**src/rtl/rtc_bus_reader.sv**
```systemverilog
// Sweeps nine RTC chip registers over a req/done bus and copies each byte into the
// RTC register memory through its whileT/ADD1/DAT1/w1 write port.
module rtc_bus_reader #(
    parameter logic [7:0]  ADDR_CLK = 8'h21,
    parameter logic [7:0]  ADDR_TMR = 8'h41,
    parameter int unsigned TIMEOUT  = 1023
) (
    input  logic       clk,
    input  logic       reset,
    input  logic       start,
    output logic       bus_req,
    output logic [7:0] bus_addr,
    input  logic [7:0] bus_rdata,
    input  logic       bus_done,
    output logic       mem_window,
    output logic [3:0] mem_add,
    output logic [7:0] mem_dat,
    output logic       mem_we,
    input  logic       mem_ready,
    output logic       busy,
    output logic       done,
    output logic       error
);

    typedef enum logic [2:0] {IDLE, OPEN, REQ, WRITE, NEXT, CLOSE, DONE} state_t;

    localparam logic [9:0] TMAX = 10'(TIMEOUT);

    state_t     state;
    logic [3:0] idx;
    logic [9:0] tcnt;

    function automatic logic [7:0] addr_of(input logic [3:0] i);
        return (i < 4'd6) ? ADDR_CLK + {4'd0, i} : ADDR_TMR + {4'd0, i - 4'd6};
    endfunction

    function automatic logic [3:0] slot_of(input logic [3:0] i);
        return (i < 4'd6) ? i : i + 4'd3;
    endfunction

    // All outputs are registered, so each one is set on the transition into the
    // state that owns it; this keeps window/we strictly inside OPEN..NEXT.
    always_ff @(posedge clk) begin
        if (reset) begin
            state      <= IDLE;
            bus_req    <= 1'b0;
            bus_addr   <= 8'd0;
            mem_window <= 1'b0;
            mem_we     <= 1'b0;
            mem_add    <= 4'd15;
            mem_dat    <= 8'd0;
            busy       <= 1'b0;
            done       <= 1'b0;
            error      <= 1'b0;
            idx        <= 4'd0;
            tcnt       <= 10'd0;
        end else begin
            done <= 1'b0;
            case (state)
                IDLE: if (start) begin
                    state      <= OPEN;
                    busy       <= 1'b1;
                    mem_window <= 1'b1;
                    idx        <= 4'd0;
                    tcnt       <= 10'd0;
                end
                OPEN: begin
                    state    <= REQ;
                    bus_req  <= 1'b1;
                    bus_addr <= addr_of(4'd0);
                end
                REQ: begin
                    tcnt <= tcnt + 10'd1;
                    if (bus_done) begin
                        bus_req <= 1'b0;
                        mem_we  <= 1'b1;
                        mem_add <= slot_of(idx);
                        mem_dat <= bus_rdata;
                        state   <= WRITE;
                    end else if (tcnt == TMAX) begin
                        bus_req <= 1'b0;
                        error   <= 1'b1;
                        state   <= NEXT;
                    end
                end
                WRITE: begin
                    mem_we  <= 1'b0;
                    mem_add <= 4'd15;
                    mem_dat <= 8'd0;
                    state   <= NEXT;
                end
                NEXT: begin
                    tcnt <= 10'd0;
                    if (idx == 4'd8) begin
                        mem_window <= 1'b0;
                        state      <= CLOSE;
                    end else begin
                        idx      <= idx + 4'd1;
                        bus_req  <= 1'b1;
                        bus_addr <= addr_of(idx + 4'd1);
                        state    <= REQ;
                    end
                end
                CLOSE: begin
                    tcnt <= tcnt + 10'd1;
                    // tcnt==0 marks the entry cycle, whose mem_ready level predates the close
                    if (mem_ready && tcnt != 10'd0) begin
                        done  <= 1'b1;
                        state <= DONE;
                    end else if (tcnt == TMAX) begin
                        error <= 1'b1;
                        done  <= 1'b1;
                        state <= DONE;
                    end
                end
                DONE: begin
                    busy  <= 1'b0;
                    state <= IDLE;
                end
                default: state <= IDLE;
            endcase
        end
    end

endmodule

```
**config.mk**
```make
export PLATFORM = sky130hd
export DESIGN_NAME = rtc_bus_reader
export DESIGN_NICKNAME = d
export VERILOG_FILES = /design/src/rtl/rtc_bus_reader.sv
export SDC_FILE = /design/constraint.sdc
export NUM_CORES = 1
export LEC_CHECK = 0
export CAP_MARGIN = 40
export CORE_MARGIN = 2
export CORE_UTILIZATION = 53
export DETAILED_ROUTE_END_ITERATION = 12
export GPL_TIMING_DRIVEN = 1
export PLACE_DENSITY = 0.81
export SKIP_CTS_REPAIR_TIMING = 1
export SLEW_MARGIN = 40
export SYNTH_ARGS = -nofsm -noshare
export SYNTH_HDL_FRONTEND = slang
export SYNTH_SLANG_ARGS = --single-unit
```
**constraint.sdc**
```tcl
create_clock -name clk -period 2.9 [get_ports clk]
set_input_delay 0.87 -clock clk [delete_from_list [all_inputs] [get_ports clk]]
set_output_delay 0.87 -clock clk [all_outputs]
set_load 0.01 [all_outputs]
```
==> results.md, run 1 <==
- P_sw: about 0.00036 W
- Post-synth EDFFs: 0
- Vias/cell: 5.76
- Critical path data required time: 3140 ps
- Critical Path End Type: flop
- Setup violators final: 0
- Crit-path most repeated cell: ha_1
- RR Endpoint: bus_addr[4]$_SDFFE_PP0P_
- Path depth of the worst reg2reg path: 8
- Most frequent cell after synthesis: dfxtp_1
- Tightest Pin Transition: about 760 ps
- Cells after synthesis: 299
- Unrepaired setup endpoints after global routing: no
- H-tree Lvls: 2
- Hold WS: 456 ps
- Clk buf depth: 2
- Worst Hold Class: flop to flop
- Port bufs: 37
- Post-Syn Nets: roughly 320
- N_diodes: 0
- Worst setup SP type: flop
- Peak supply drop: 0.307 mV
- Share of flip-flops with an asynchronous set or reset: 0
- GRT Util Overall: 0.227
- Antenna violations before repair: 0
- Crit path cell chain: inv_1 -> ha_1 -> ha_1 -> or3b_1 -> o21ai_0 -> a221oi_1 -> or3_1 -> a21oi_2
- Total number of vias: 2195
- Final ANT Viol Nets: 0
- Die Y: 71.4 µm
- Pin count of the biggest net entering global routing: 23
- Internal Power: 0.000910 W
- Cell depth of the worst hold path: 2
- Worst path slowest cell: ha_1
- Comb power frac: 0.182
- Share of cells above drive strength 1: 0.0699
- Reg2reg setup slack: ~440 ps
- Area grow syn2layout: 18.2%
- Min Tclk post-route: 2460 ps
- Num ports: 39
- Min-delay src: mem_dat[0]$_SDFFE_PP0P_
- DP Wirelength: 3980 µm
- Vias in the first global route: 2066
- Clock latency on the worst-skew pair: 290 ps
- Max-Cap Viols: 0
- Starting Density: 0.554
- Worst reg2reg path startpoint: idx[0]$_SDFFE_PP0P_
- Pins Over Slew Limit: 0
- Layout fillers: roughly 370
- Switching Fraction: 0.284
- Worst-path clk slew: 80 ps
- PwrDens: 446 nW/µm²
- Main area contributors after synthesis: dfxtp_1 35%, a21oi_1 6.0%, nor2_1 5.8%, nand2_1 5.1%, ha_1 3.6%
- RD Place Congestion: 0.855
- Synth cell types: 56
- DRC: 0
- Global route overflow: 0
- Core Region: 4350 µm²
- Fin crit share: 0.850
- Clock power share: 0.311
- Layout Skew: 3.53 ps
- CTS tree: yes
- TritonCTS Sinks: 42
- Largest area contributor in the netlist: dfxtp_1
- Outcome: complete, no violations
- Die area: 5100 µm²
- Final hold vios: 0
- Row count: 24
- Share of the synthesized area in the top cell type: 0.349
- TritonRoute pass-1 iters: 4
- Clock root cell: clkbuf_8
- Yosys reg bits: 42
- Mean area per synthesized cell: 8.06 µm²
- Width of the die: 71.4 µm
- Crit Path Category: flop to flop
- Synthesized cell area: 2410 µm²
- Slew HR: 0.494
- LEAKAGE: 1.05 nW
- Synth warnings: 0
- Final nets: 348
- Prevailing post-synth register cell: dfxtp_1
- Setup TNS Final: 0 ps
- Global-route wire length before repair: 9160 µm
- Critical Path Fanout Max: 13
- Initial drt markers: 92
- Max Fclk: 406 MHz
- Seq pwr share: 0.508
- Critical Path AT: 2700 ps
- CTS Buf Count: 5
- Worst Hold End: mem_dat[0]$_SDFFE_PP0P_
- Commonest cells post-synth: 42 x dfxtp_1, 37 x nor2_1, 33 x nand2_1
- Sequential share of the synthesized area: 0.349
- Post-DR wirelength/cell: 14.5 µm
- Routed WL: 5540 µm
- Max incr delay on CP: around 480 ps
[power groups by stage]
| stage | sequential [W] | clock [W] | combinational (W) |
|---|---|---|---|
| floorplan | 0.000648 | 0 | 0.000152 |
| global placement | 0.000658 | 0 | 0.000227 |
| detailed placement | 0.000659 | 0 | 0.000230 |
| CTS | 0.000646 | 0.000403 | 0.000231 |
| global route | 0.000651 | 0.000422 | 0.000255 |
| finish | 0.000646 | 0.000395 | 0.000231 |
[routing by layer]
layer / wire (µm) / part of all wire / global-route usage / vias up
li1: - / - / - / 1117
met1: 2510 / 0.45 / 0.286 / 1004
met2: 2660 / 0.48 / 0.364 / 62
met3: 236 / 0.043 / 0.0436 / 12
met4: 130 / 0.023 / 0.128 / 0
met5: 0 / 0 / 0 / -
[how the worst max path moves through the flow]
stage                         from                        to  slack [ps]
2_1_floorplan  idx[0]$_SDFFE_PP0P_  bus_addr[4]$_SDFFE_PP0P_         560
3_3_place_gp   idx[0]$_SDFFE_PP0P_  bus_addr[4]$_SDFFE_PP0P_         510
3_5_place_dp   idx[0]$_SDFFE_PP0P_  bus_addr[4]$_SDFFE_PP0P_         470
4_1_cts        idx[0]$_SDFFE_PP0P_  bus_addr[4]$_SDFFE_PP0P_         450
5_1_grt        idx[0]$_SDFFE_PP0P_  bus_addr[3]$_SDFFE_PP0P_         250
6_report       idx[0]$_SDFFE_PP0P_  bus_addr[4]$_SDFFE_PP0P_         440
[layout by cell type, fill, tap and decap left out, drive strengths merged, types with 8 or more instances in the layout]
cell type      netlist  final
clkdlybuf4s50        0     37
xor2                 9      9
a21oi               30     30
nor2                37     37
nand3               12     12
nor3                 8      8
inv                  8      8
dfxtp               42     42
o21ai               11     11
nand2               33     33
[cell type report]
| class | count | area [µm²] | area share |
|---|---|---|---|
| inverters | 8 | 30.0 | 0.0105 |
| clock buffers | 7 | 86.3 | 0.0303 |
| well taps | 52 | 65.1 | 0.0228 |
| clock inverters | 1 | 5.00 | 0.00176 |
| repair buffers | 43 | 415 | 0.146 |
| multi-input cells | 228 | 1410 | 0.494 |
| flip-flops and latches | 42 | 841 | 0.295 |
[state kept, by name, indices dropped and copies added (netlist names)]
signal      cells
mem_add         4
mem_we          1
done            1
mem_window      1
tcnt           10
bus_req         1
mem_dat         8
error           1
state           3
bus_addr        7
busy            1
idx             4
[per-stage QoR]
step / std cells / area (µm²) / worst slack (ps) / power [W] / util
finish: 381 / 2850 / 435 / 0.00127 / 0.654
global route: 381 / 2850 / 251 / 0.00133 / 0.654
CTS: 381 / 2850 / 449 / 0.00128 / 0.654
detailed placement: 373 / 2760 / 465 / 0.000888 / 0.633
global placement: 373 / 2760 / 508 / 0.000885 / 0.633
floorplan: 299 / 2410 / 557 / 0.000801 / -
[worst max-delay path, delay by kind of cell (launching register included)]
family,cells,cell delay (ps)
compound gates,3,390
simple gates,2,700
fa+ha+maj,2,850
buf+inv,1,120
flops,1,340
[cell families after synthesis]
kind of cell / count (synthesis) / share of synthesized area
AOI/OAI and AO/OA: 74 / 0.207
muxes: 4 / 0.0176
buffers and inverters: 29 / 0.0680
xor gates and xnor gates: 13 / 0.0472
DFF: 42 / 0.349
adders and majority gates: 7 / 0.0363
other: 1 / 0.00156
and+or+nand+nor: 129 / 0.274
Note: power is estimated with default switching activity, not from simulation.
==> inputs of run 2 (changes only) <==
--- a/config.mk
+++ b/config.mk
@@ -7,10 +7,10 @@
 export LEC_CHECK = 0
 export CAP_MARGIN = 40
 export CORE_MARGIN = 2
-export CORE_UTILIZATION = 53
+export CORE_UTILIZATION = 48
 export DETAILED_ROUTE_END_ITERATION = 12
 export GPL_TIMING_DRIVEN = 1
-export PLACE_DENSITY = 0.81
+export PLACE_DENSITY = 0.78
 export SKIP_CTS_REPAIR_TIMING = 1
 export SLEW_MARGIN = 40
 export SYNTH_ARGS = -nofsm -noshare
==> constraint.sdc (replaced) <==
create_clock -name clk -period 2.25 [get_ports clk]
set_input_delay 0.675 -clock clk [delete_from_list [all_inputs] [get_ports clk]]
set_output_delay 0.675 -clock clk [all_outputs]
set_load 0.01 [all_outputs]
==> results.md, run 2 (same netlist as run 1, synthesis figures left out) <==
- Die Y: 74.9 µm
- PwrDens: roughly 550 nW/µm²
- Final nets: 359
- Final hold vios: 0
- Top reg by flops: tcnt
- Starting Density: 0.504
- Num ports: 39
- N_diodes: 0
- CP Launch Point: idx[0]$_SDFFE_PP0P_
- TritonCTS Sinks: 42
- Routed WL: 5640 µm
- Clk buf depth: 2
- Design area: 2990 µm²
- Global-route wire length before repair: 9220 µm
- Setup TNS Final: 0 ps
- Path depth of the worst reg2reg path: 8
- Worst setup endpoint: bus_addr[4]$_SDFFE_PP0P_
- Min Tclk post-route: 2150 ps
- Outcome: complete, no violations
- Layout fillers: 427
- Peak supply drop: 0.372 mV
- Row count: 25
- Unrepaired setup endpoints after global routing: no
- Critical Path Fanout Max: 5
- Worst setup SP type: flop
- Largest register FFs: 10
- H-tree Lvls: 2
- Max Fclk: around 460 MHz
- DP Wirelength: ~4000 µm
- Most frequent cells in the layout: 40 x dfxtp_1, 37 x nor2_1, 37 x clkdlybuf4s50_1
- Placed inst area: about 2900 µm²
- CTS tree: yes
- Largest registers: tcnt (10), mem_dat (8), bus_addr (7)
- Slew HR: 0.599
- Clock root cell: clkbuf_8
- Area grow syn2layout: 23.9%
- Total number of vias: 2246
- Port bufs: 37
- Antenna violations before repair: 0
- Critical Path AT: 2390 ps
- RD Place Congestion: 0.921
- Fin crit share: 0.957
- Max incr delay on CP: 410 ps
- Width of the die: 74.9 µm
- Max-Cap Viols: 0
- Critical Path End Type: flop
- Worst Hold Class: flop to flop
- TritonRoute pass-1 iters: 4
- Setup violators final: 0
- Commonest non-fill, non-tap cell in the layout: dfxtp_1
- Crit Path Category: flop to flop
- Worst reg2reg path startpoint: idx[0]$_SDFFE_PP0P_
- LEAKAGE: 1.11 nW
- Tightest Pin Transition: approximately 600 ps
- Critical path data required time: 2490 ps
- CTS Buf Count: 5
- Crit path cell chain: ha_1 -> xor2_1 -> ha_2 -> nand3_2 -> a31oi_1 -> o221ai_2 -> or3_4 -> a21oi_2
- Vias in the first global route: 1994
- Global route overflow: 0
- Final ANT Viol Nets: 0
- Die area: 5610 µm²
- Reg2reg setup slack: 100 ps
- Pins Over Slew Limit: 0
- Post-DR wirelength/cell: about 14 µm
- Core Region: 4790 µm²
- Clock latency on the worst-skew pair: 300 ps
- DRC: 0
- Vias/cell: approximately 5.5
- Initial drt markers: 155
- Worst-path clk slew: 80 ps
- GRT Util Overall: 0.211
- Layout Skew: 15.9 ps
- Worst path slowest cell: or3_4
- Pin count of the biggest net entering global routing: 20
- Share of cells above drive strength 1: 0.126
- RR Endpoint: bus_addr[4]$_SDFFE_PP0P_
## run 2: cell types whose count changed in the layout (fill, tap and decap cells not counted), sizes merged
cell / delta
clkbuf: -1
buf: +11
clkinvlp: +1
## run 2: per-layer routing
| layer | share of wire | vias to the layer above | global-route usage |
|---|---|---|---|
| met5 | 0 | - | 0 |
| met4 | 0.0069 | 0 | 0.0417 |
| met3 | 0.069 | 6 | 0.0602 |
| met2 | 0.45 | 74 | 0.331 |
| met1 | 0.48 | 1029 | 0.291 |
| li1 | - | 1137 | - |
## run 2: through the flow
stage | utilization | power [W] | cells | hold slack [ps] | worst slack, ps
2_1_floorplan | - | 0.00103 | 299 | 481 | 27.8
3_3_place_gp | 0.600 | 0.00115 | 399 | 443 | 114
3_5_place_dp | 0.600 | 0.00116 | 399 | 447 | 68.0
4_1_cts | 0.620 | 0.00167 | 407 | 457 | 34.6
5_1_grt | 0.624 | 0.00174 | 407 | 477 | 2.03
6_report | 0.624 | 0.00165 | 407 | 453 | 96.9
## run 2: area by class of cell
class / instances / area, µm² / area share
Multi-Input combinational cell: 228 / 1440 / 0.481
Sequential cell: 42 / 843 / 0.282
Timing Repair Buffer: 54 / 498 / 0.167
Tap cell: 67 / 83.8 / 0.0281
Clock buffer: 6 / 82.6 / 0.0276
Inverter: 8 / 30.0 / 0.0101
Clock inverter: 2 / 12.5 / 0.00419
## run 2: how the worst min path moves through the flow
stage                                   startpoint                       end  slack (ps)  cells after the start
final                      mem_dat[3]$_SDFFE_PP0P_   mem_dat[3]$_SDFFE_PP0P_         450                      2
after global routing       mem_dat[4]$_SDFFE_PP0P_   mem_dat[4]$_SDFFE_PP0P_         480                      2
after CTS                  mem_dat[1]$_SDFFE_PP0P_   mem_dat[1]$_SDFFE_PP0P_         460                      2
after global placement     mem_dat[1]$_SDFFE_PP0P_   mem_dat[1]$_SDFFE_PP0P_         440                      2
after floorplan           bus_addr[6]$_SDFFE_PP0P_  bus_addr[6]$_SDFFE_PP0P_         480                      2
after detailed placement   mem_dat[1]$_SDFFE_PP0P_   mem_dat[1]$_SDFFE_PP0P_         450                      2
## run 2: where the power goes
group          switching (W)  internal [W]
registers          0.0000400      0.000779
clock network       0.000261      0.000247
logic               0.000169      0.000158
total               0.000470       0.00118
## run 2: critical path, delay by kind of cell, from the launching register on
kind / cells / cell delay [ps]
compound gates: 3 / 500
xor+xnor: 1 / 160
fa+ha+maj: 2 / 610
flops: 1 / 340
simple gates: 2 / 490
